==> config.mk <==
export PLATFORM = sky130hd
export DESIGN_NAME = hazard_scoreboard
export DESIGN_NICKNAME = d
export VERILOG_FILES = /design/src/rtl/hazard_scoreboard.sv
export SDC_FILE = /design/constraint.sdc
export NUM_CORES = 1
export LEC_CHECK = 0
export CORE_MARGIN = 3
export CORE_UTILIZATION = 32
export DETAILED_ROUTE_END_ITERATION = 8
export GPL_TIMING_DRIVEN = 0
export REMOVE_ABC_BUFFERS = 1
export SYNTH_ARGS = -nofsm -noshare
export SYNTH_HDL_FRONTEND = slang
export SYNTH_SLANG_ARGS = --single-unit
==> constraint.sdc <==
create_clock -name clk -period 3.1 [get_ports clk]
set_clock_uncertainty 0.1 [all_clocks]
set_input_delay 0.31 -clock clk [delete_from_list [all_inputs] [get_ports clk]]
set_output_delay 0.31 -clock clk [all_outputs]
set_load 0.01 [all_outputs]
==> src/rtl/hazard_scoreboard.sv <==
// Purpose : per-register scoreboard for the in-order pipeline; decides decode stalls
//           and the forwarding source (producer age, 0 = register file) of each operand.
// Latency : stall/issue_ok/fwd_sel are combinational; entry state updates one edge after issue.
// Backpressure: stall=1 holds decode and sends a bubble to EX; in-flight entries keep ageing.
//
// Ports: clk, rst (sync, active-low); issue_* describe the instruction in decode;
//        flush kills the decode instruction this cycle; halt clears all tracking;
//        stall, issue_ok, fwd_sel1/2 (producer age per source), stall_cnt (saturating).
module hazard_scoreboard #(
  parameter int NREG     = 8,
  parameter int DEPTH    = 3,
  parameter int ZERO_REG = 0,
  parameter int CW       = 16,
  localparam int AW      = $clog2(NREG),
  localparam int DW      = $clog2(DEPTH + 1)
) (
  input  logic          clk,
  input  logic          rst,
  input  logic          issue_valid,
  input  logic [AW-1:0] issue_rs1,
  input  logic [AW-1:0] issue_rs2,
  input  logic          issue_rs1_used,
  input  logic          issue_rs2_used,
  input  logic          issue_wr_en,
  input  logic [AW-1:0] issue_wr_reg,
  input  logic [DW-1:0] issue_lat,
  input  logic          flush,
  input  logic          halt,
  output logic          stall,
  output logic [DW-1:0] fwd_sel1,
  output logic [DW-1:0] fwd_sel2,
  output logic          issue_ok,
  output logic [CW-1:0] stall_cnt
);

  localparam logic [DW-1:0] DEPTH_D = DW'(DEPTH);
  localparam logic [DW-1:0] ONE_D   = DW'(1);

  // Entry state: age counts stages since issue (1 = EX .. DEPTH = WB),
  // lat is the age at which the result first becomes forwardable.
  logic [NREG-1:0] busy_q;
  logic [DW-1:0]   age_q [NREG];
  logic [DW-1:0]   lat_q [NREG];

  logic [DW-1:0] lat_clamped;
  logic          live1, live2;
  logic          hazard1, hazard2;
  logic          gate;

  // Register 0 is never tracked when it is hardwired.
  function automatic logic tracked(input logic [AW-1:0] r);
    return (ZERO_REG == 0) || (r != '0);
  endfunction

  always_comb begin
    lat_clamped = issue_lat;
    if (issue_lat == '0) begin
      lat_clamped = ONE_D;
    end else if (issue_lat > DEPTH_D) begin
      lat_clamped = DEPTH_D;
    end
  end

  // Hazards look only at registered state, so an instruction that reads and
  // writes the same register is checked against the previous writer.
  always_comb begin
    live1    = issue_rs1_used & busy_q[issue_rs1] & tracked(issue_rs1);
    live2    = issue_rs2_used & busy_q[issue_rs2] & tracked(issue_rs2);
    hazard1  = live1 & (age_q[issue_rs1] < lat_q[issue_rs1]);
    hazard2  = live2 & (age_q[issue_rs2] < lat_q[issue_rs2]);
    gate     = issue_valid & ~flush & ~halt;
    stall    = gate & (hazard1 | hazard2);
    issue_ok = gate & ~(hazard1 | hazard2);
    fwd_sel1 = (live1 & ~hazard1) ? age_q[issue_rs1] : '0;
    fwd_sel2 = (live2 & ~hazard2) ? age_q[issue_rs2] : '0;
  end

  always_ff @(posedge clk) begin
    if (!rst) begin
      busy_q    <= '0;
      stall_cnt <= '0;
      for (int i = 0; i < NREG; i++) begin
        age_q[i] <= '0;
        lat_q[i] <= '0;
      end
    end else begin
      if (halt) begin
        busy_q <= '0;
      end else begin
        // Downstream stages advance even while decode stalls.
        for (int i = 0; i < NREG; i++) begin
          if (busy_q[i]) begin
            if (age_q[i] == DEPTH_D) begin
              busy_q[i] <= 1'b0;
            end else begin
              age_q[i] <= age_q[i] + ONE_D;
            end
          end
        end
        // Placed after the ageing loop so the youngest writer overrides
        // both ageing and a same-edge retire of that register.
        if (issue_ok && issue_wr_en && tracked(issue_wr_reg)) begin
          busy_q[issue_wr_reg] <= 1'b1;
          age_q[issue_wr_reg]  <= ONE_D;
          lat_q[issue_wr_reg]  <= lat_clamped;
        end
      end
      if (stall && (stall_cnt != '1)) begin
        stall_cnt <= stall_cnt + CW'(1);
      end
    end
  end

endmodule

==> results.ini, run 1 <==
[outcome]
status=completed

[clock_network]
clock_tree.buffer_depth=2
cts_root_buf=clkbuf_8
cts_sinks=56
htree_levels=2
cts_buffers=5
clk_pin_slew_ps=100
insertion_delay_ps=320
ctsHoldBuffers=0
tritoncts=built

[power]
switching_power_mw=0.345
clkPwrFrac_pct=31.3
leakagePower_nw=1.35
pwr-share-seq_pct=57.7
peakVddDrop_uv=190
power.density_nw_per_um2=338
p_comb_share_pct=11.0
swShare_pct=25.9
power.total_mw=1.33
p_int_mw=0.987

[critical_path]
end_kind=register
worstPathRequired_ps=3230
rr_startpoint=age_q[5][1]$_SDFFE_PP0P_
worst-setup-path-type=reg2reg
cp.arrival_ps=3100
crit_chain=mux4_1 -> mux2_2 -> ha_1 -> or2_4 -> o22a_4 -> buf_6 -> or4_1 -> a21oi_2
r2r-end=stall_cnt[4]$_SDFFE_PN0P_
slowest_delay_ps=520
critPathLaunchType=register
critPathSlowestCell=or4_1
path_max_fanout=17
reg2reg_depth=8
rrSetupSlack_ps=130

[final_layout]
diodes=0
layout-drive-gt1-share_pct=16.3
final.fill_count=962
fin_area_sq_um=3940
final_core_util_pct=39.6
area_delta_synth_final_pct=18.3
final_net_count=385

[floorplanning]
start_util_pct=33.5
io_pins=41
rows=36
die_h_um=108
die_w_um=108
coreArea_sq_um=9950
die_area_sq_um=11700

[timing]
fmax_ghz=0.337
period_needed_ps=2970
setup_viol=0
hold_viol=0
tightest_slew_ps=1040
rsz0062_at_grt=false
maxSlewViolCount=0
finalCritPeriodShare_pct=95.7
slew_headroom_pct=30.8

[drt]
avgRoutedWirePerCell_um=18.0
via_count=2736
drc=0
wirelength_mm=8.82
drtIter0Drc=137
vias_per_cell=5.60
drtAntennaViolNets=0
firstDrtPassIters=4

[global_route]
antenna_found_initial=0
grt_pass1_wl_mm=14.0
grt_max_degree=30
first_global_vias=2585
grt_remaining_overflow=0
track_usage_pct=15.4

[yosys]
synth-warning-count=0
ys.flop_type=dfxtp_1
yosysMostFrequentCell=dfxtp_1
async_reset_ff_share_pct=0
syn_area_sq_um=3330
synth_edf_count=16
yosysTopAreaCellShare_pct=24.0
seq_area_frac_synth_pct=38.4
ys_ff_latch=56
synth_area_leaders=dfxtp_1 (24%), edfxtp_1 (14%), mux4_2 (10%)
yosysUniqueCellTypes=37
syn_inst=328
avgSynthCellArea_sq_um=10.2
synth_largest_area_cell=dfxtp_1
synthTopCellsByCount=dfxtp_1 (40), a21oi_1 (30), nand2_1 (21), nor2_1 (19)

[hold_path]
min_from=stall_cnt[9]$_SDFFE_PN0P_
hold_path_class=reg2reg
hold_depth=2
hold_path_end=stall_cnt[9]$_SDFFE_PN0P_

[placement]
port-buffer-count=40
placed_area_sq_um=3800
hpwl_mm=6.06
place_congestion=0.820

[flow_run]
max_cap_viol_count=0

## per-layer routing
layer,wire (um),vias up,GRT usage (%)
met2,4090,81,24.1
met1,4150,1332,21.7
met4,108,0,3.97
met5,0,-,0
li1,-,1312,-
met3,472,11,3.22
## area by class of cell
cell class	instances	area, sq um	area share, %
clock buffer	5	68.8	1.74
multi-input combinational	242	1970	50.0
tap	133	166	4.22
timing repair buffer	42	398	10.1
inverter	8	30.0	0.761
clock inverter	3	22.5	0.571
sequential	56	1290	32.6
## critical path, delay by kind of cell, from the launching register on
family / cells / cell delay, ps
buffers and inverters: 1 / 160
AND/OR/NAND/NOR: 2 / 820
adder cells (fa/ha/maj): 1 / 230
AO/OA/AOI/OAI: 2 / 430
flip-flops: 1 / 350
multiplexers: 2 / 800
## sequential cells by signal, summed over array words and instances, names as in the netlist
register,cells
age_q,16
lat_q,16
stall_cnt,16
busy_q,8
## power groups by stage
stage	logic, mW	registers [mW]	clock network, mW
2_1_floorplan	0.0698	0.781	0
3_3_place_gp	0.133	0.785	0
3_5_place_dp	0.135	0.786	0
4_1_cts	0.145	0.769	0.428
5_1_grt	0.158	0.770	0.463
6_report	0.146	0.769	0.417
## per-stage QoR
step | setup slack [ps] | std cells | hold WS, ps | setup TNS, ps
after floorplan | 341 | 305 | 346 | 0
after global placement | -1020 | 478 | 373 | -51660
after detailed placement | -1000 | 479 | 386 | -53130
after CTS | 5.39 | 489 | 405 | 0
after global routing | 22.0 | 489 | 433 | 0
final | 132 | 489 | 397 | 0
## cell usage in the layout (no fill, tap or decap), types with 2 or more instances in the layout
| cell | instances |
|---|---|
| buf_2 | 2 |
| clkdlybuf4s50_1 | 31 |
| o21a_4 | 2 |
| or2_4 | 2 |
| dfxtp_2 | 4 |
| or3_1 | 2 |
| inv_1 | 8 |
| xnor2_1 | 8 |
| clkbuf_8 | 5 |
| mux4_2 | 15 |
| or4_1 | 16 |
| and2_1 | 5 |
| nor3_1 | 15 |
| nand3_1 | 10 |
| clkdlybuf4s15_2 | 2 |
| mux2_2 | 11 |
| nand2_1 | 21 |
| mux2i_1 | 5 |
| o21ai_0 | 6 |
| nand4_1 | 8 |
| nor3b_1 | 8 |
| a22oi_1 | 2 |
| ha_1 | 11 |
| edfxtp_1 | 16 |
| o31ai_1 | 12 |
| dfxtp_1 | 36 |
| mux4_1 | 5 |
| and3_1 | 8 |
| nand2b_1 | 7 |
| dlygate4sd2_1 | 3 |
| nor2b_1 | 2 |
| clkbuf_2 | 2 |
| a21oi_1 | 29 |
| nor2_1 | 19 |
| and4_1 | 2 |
## worst max-delay path by stage
stage	from	endpoint	slack, ps	depth (start not counted)
after detailed placement	issue_rs1[0]	issue_ok	-1000	8
after floorplan	issue_rs1[0]	lat_q[1][0]$_SDFFCE_PN0P_	340	7
after global routing	age_q[5][1]$_SDFFE_PP0P_	stall_cnt[9]$_SDFFE_PN0P_	20	8
final	age_q[5][1]$_SDFFE_PP0P_	stall_cnt[4]$_SDFFE_PN0P_	130	8
after CTS	age_q[5][1]$_SDFFE_PP0P_	issue_ok	5	7
after global placement	issue_rs1[0]	issue_ok	-1020	8
## cell families (layout without fill, tap and decap cells)
kind of cell / after synthesis / after routing / synth area share, %
flops: 56 / 56 / 38.4
mux: 36 / 36 / 19.3
buf+inv: 31 / 58 / 4.13
fa+ha+maj: 11 / 11 / 4.13
simple gates: 128 / 128 / 21.2
compound gates: 58 / 59 / 10.7
xor+xnor: 8 / 8 / 2.10
## timing repair
| item | in CTS | in global routing |
|---|---|---|
| setup endpoints to repair | 78 | 14 |
| cloned | 1 | 0 |
| pin swaps | 1 | 1 |
| setup buffers | 1 | 0 |
| resized for setup | 30 | 10 |
Power figures use the tool's default switching activity.
==> inputs of run 2 (changes only) <==
--- a/config.mk
+++ b/config.mk
@@ -9,6 +9,7 @@
 export CORE_UTILIZATION = 32
 export DETAILED_ROUTE_END_ITERATION = 8
 export GPL_TIMING_DRIVEN = 0
+export PLACE_DENSITY_LB_ADDON = 0.12
 export REMOVE_ABC_BUFFERS = 1
 export SYNTH_ARGS = -nofsm -noshare
 export SYNTH_HDL_FRONTEND = slang
==> run 2 against run 1 <==
Against the previous run: utilization grew 0.49 points; via count shrank 0.48%; sequential cell count did not move; worst hold slack got worse by 6.3 ps; first-iteration DRC count down 13%; critical path depth unchanged; routed wire length grew 1.4%; register-to-register slack lost 30 ps; clock-buffer cell count unchanged; die area stayed put; clock power down 1%.
==> results.ini, run 2 (synthesis gave the netlist of run 1 again) <==
[clock_network]
insertion_delay_ps=310
clk_pin_slew_ps=100
htree_levels=2
clock_tree.buffer_depth=2
cts_buffers=5
cts_root_buf=clkbuf_8
cts_sinks=56
tritoncts=built
ctsHoldBuffers=0

[timing]
rsz0062_at_grt=true
maxSlewViolCount=0
slew_headroom_pct=26.4
setup_viol=0
whs_ps=390
period_needed_ps=3000
fmax_ghz=0.333
finalCritPeriodShare_pct=96.8
hold_viol=0
tightest_slew_ps=1100

[placement]
hpwl_mm=6.17
placed_area_sq_um=3800
port-buffer-count=40
place_congestion=0.772

[floorplanning]
coreArea_sq_um=9950
die_h_um=108
die_area_sq_um=11700
start_util_pct=33.5
io_pins=41
die_w_um=108
rows=36

[power]
pwr-share-seq_pct=57.7
p_comb_share_pct=11.3
power.density_nw_per_um2=334
p_int_mw=0.989
leakagePower_nw=1.37
swShare_pct=25.8
clkPwrFrac_pct=31.0
switching_power_mw=0.343
peakVddDrop_uv=157

[global_route]
grt_remaining_overflow=0
grt_pass1_wl_mm=14.4
grt_max_degree=30
track_usage_pct=16.0
first_global_vias=2763
antenna_found_initial=0

[drt]
drc=0
drtIter0Drc=119
firstDrtPassIters=4
via_count=2723
vias_per_cell=5.55
wirelength_mm=8.94
avgRoutedWirePerCell_um=18.2
drtAntennaViolNets=0

[outcome]
status=completed

[critical_path]
path_max_fanout=17
rrSetupSlack_ps=100
worstPathRequired_ps=3230
critPathLaunchType=register
reg2reg_depth=8
worst-setup-path-type=reg2reg
cp.arrival_ps=3130
end_kind=register

[hold_path]
hold_path_class=reg2reg
hold_depth=2

[final_layout]
diodes=0
mostFrequentLayoutCell=dfxtp_1
fin_area_sq_um=3990
layout-drive-gt1-share_pct=17.9
largest_registers=age_q (16), lat_q (16), stall_cnt (16)
area_delta_synth_final_pct=19.8
final_net_count=387
final_cell_mix=dfxtp_1 (38), clkdlybuf4s50_1 (31), a21oi_1 (28)

[flow_run]
max_cap_viol_count=0

[run 2: repair_timing]
item                       CTS  global route
pin swaps                    1             1
hold endpoints to repair     0             0
resized for setup           27            16
buffers inserted             1             2
gates cloned                 1             0
setup endpoints to repair   78            35
[run 2: area by class of cell]
cell class              count  area (sq um)
clock buffers               5          68.8
multi-input cells         242          2000
flip-flops and latches     56          1280
well taps                 133           166
fillers                   981          5960
repair buffers             44           420
clock inverters             3          23.8
inverters                   8          30.0
[run 2: layer usage]
metal	track usage, %	wire [um]	up-vias
met5	0	0	-
met4	4.87	190	0
met3	2.51	455	11
met2	25.9	4030	74
met1	21.9	4260	1319
li1	-	-	1319
[run 2: stage by stage]
| stage | std cells | util [%] | total power, mW | TNS (ps) | worst slack, ps |
|---|---|---|---|---|---|
| 2_1_floorplan | 305 | - | 0.851 | 0 | 341 |
| 3_5_place_dp | 479 | 38.2 | 0.922 | -58430 | -1080 |
| 5_1_grt | 491 | 40.1 | 1.38 | -5.08 | -5.08 |
| 3_3_place_gp | 478 | 38.1 | 0.921 | -58220 | -1080 |
| 6_report | 491 | 40.1 | 1.33 | 0 | 101 |
| 4_1_cts | 489 | 39.5 | 1.34 | -239 | -239 |
[run 2: worst max-delay path: stages (launching register included)]
cell and delay, ps:
dfxtp_1 360, mux4_1 490, mux2_2 300, ha_1 230, or2_4 300, o22a_4 280
buf_6 160, or4_1 530, a21oi_2 160
[run 2: final timing paths]
| kind | from | to |
|---|---|---|
| worst min-delay path | busy_q[0]$_SDFF_PP0_ | busy_q[0]$_SDFF_PP0_ |
| worst min register to register | busy_q[0]$_SDFF_PP0_ | busy_q[0]$_SDFF_PP0_ |
| worst max register to register | age_q[4][1]$_SDFFE_PP0P_ | stall_cnt[4]$_SDFFE_PN0P_ |
| worst max-delay path | age_q[4][1]$_SDFFE_PP0P_ | stall_cnt[4]$_SDFFE_PN0P_ |
[run 2: power by group through the flow]
stage | logic (mW) | registers [mW] | clock network (mW)
after floorplan | 0.0698 | 0.781 | 0
after global placement | 0.136 | 0.785 | 0
after detailed placement | 0.137 | 0.785 | 0
after CTS | 0.147 | 0.768 | 0.426
after global routing | 0.164 | 0.770 | 0.447
final | 0.151 | 0.768 | 0.413
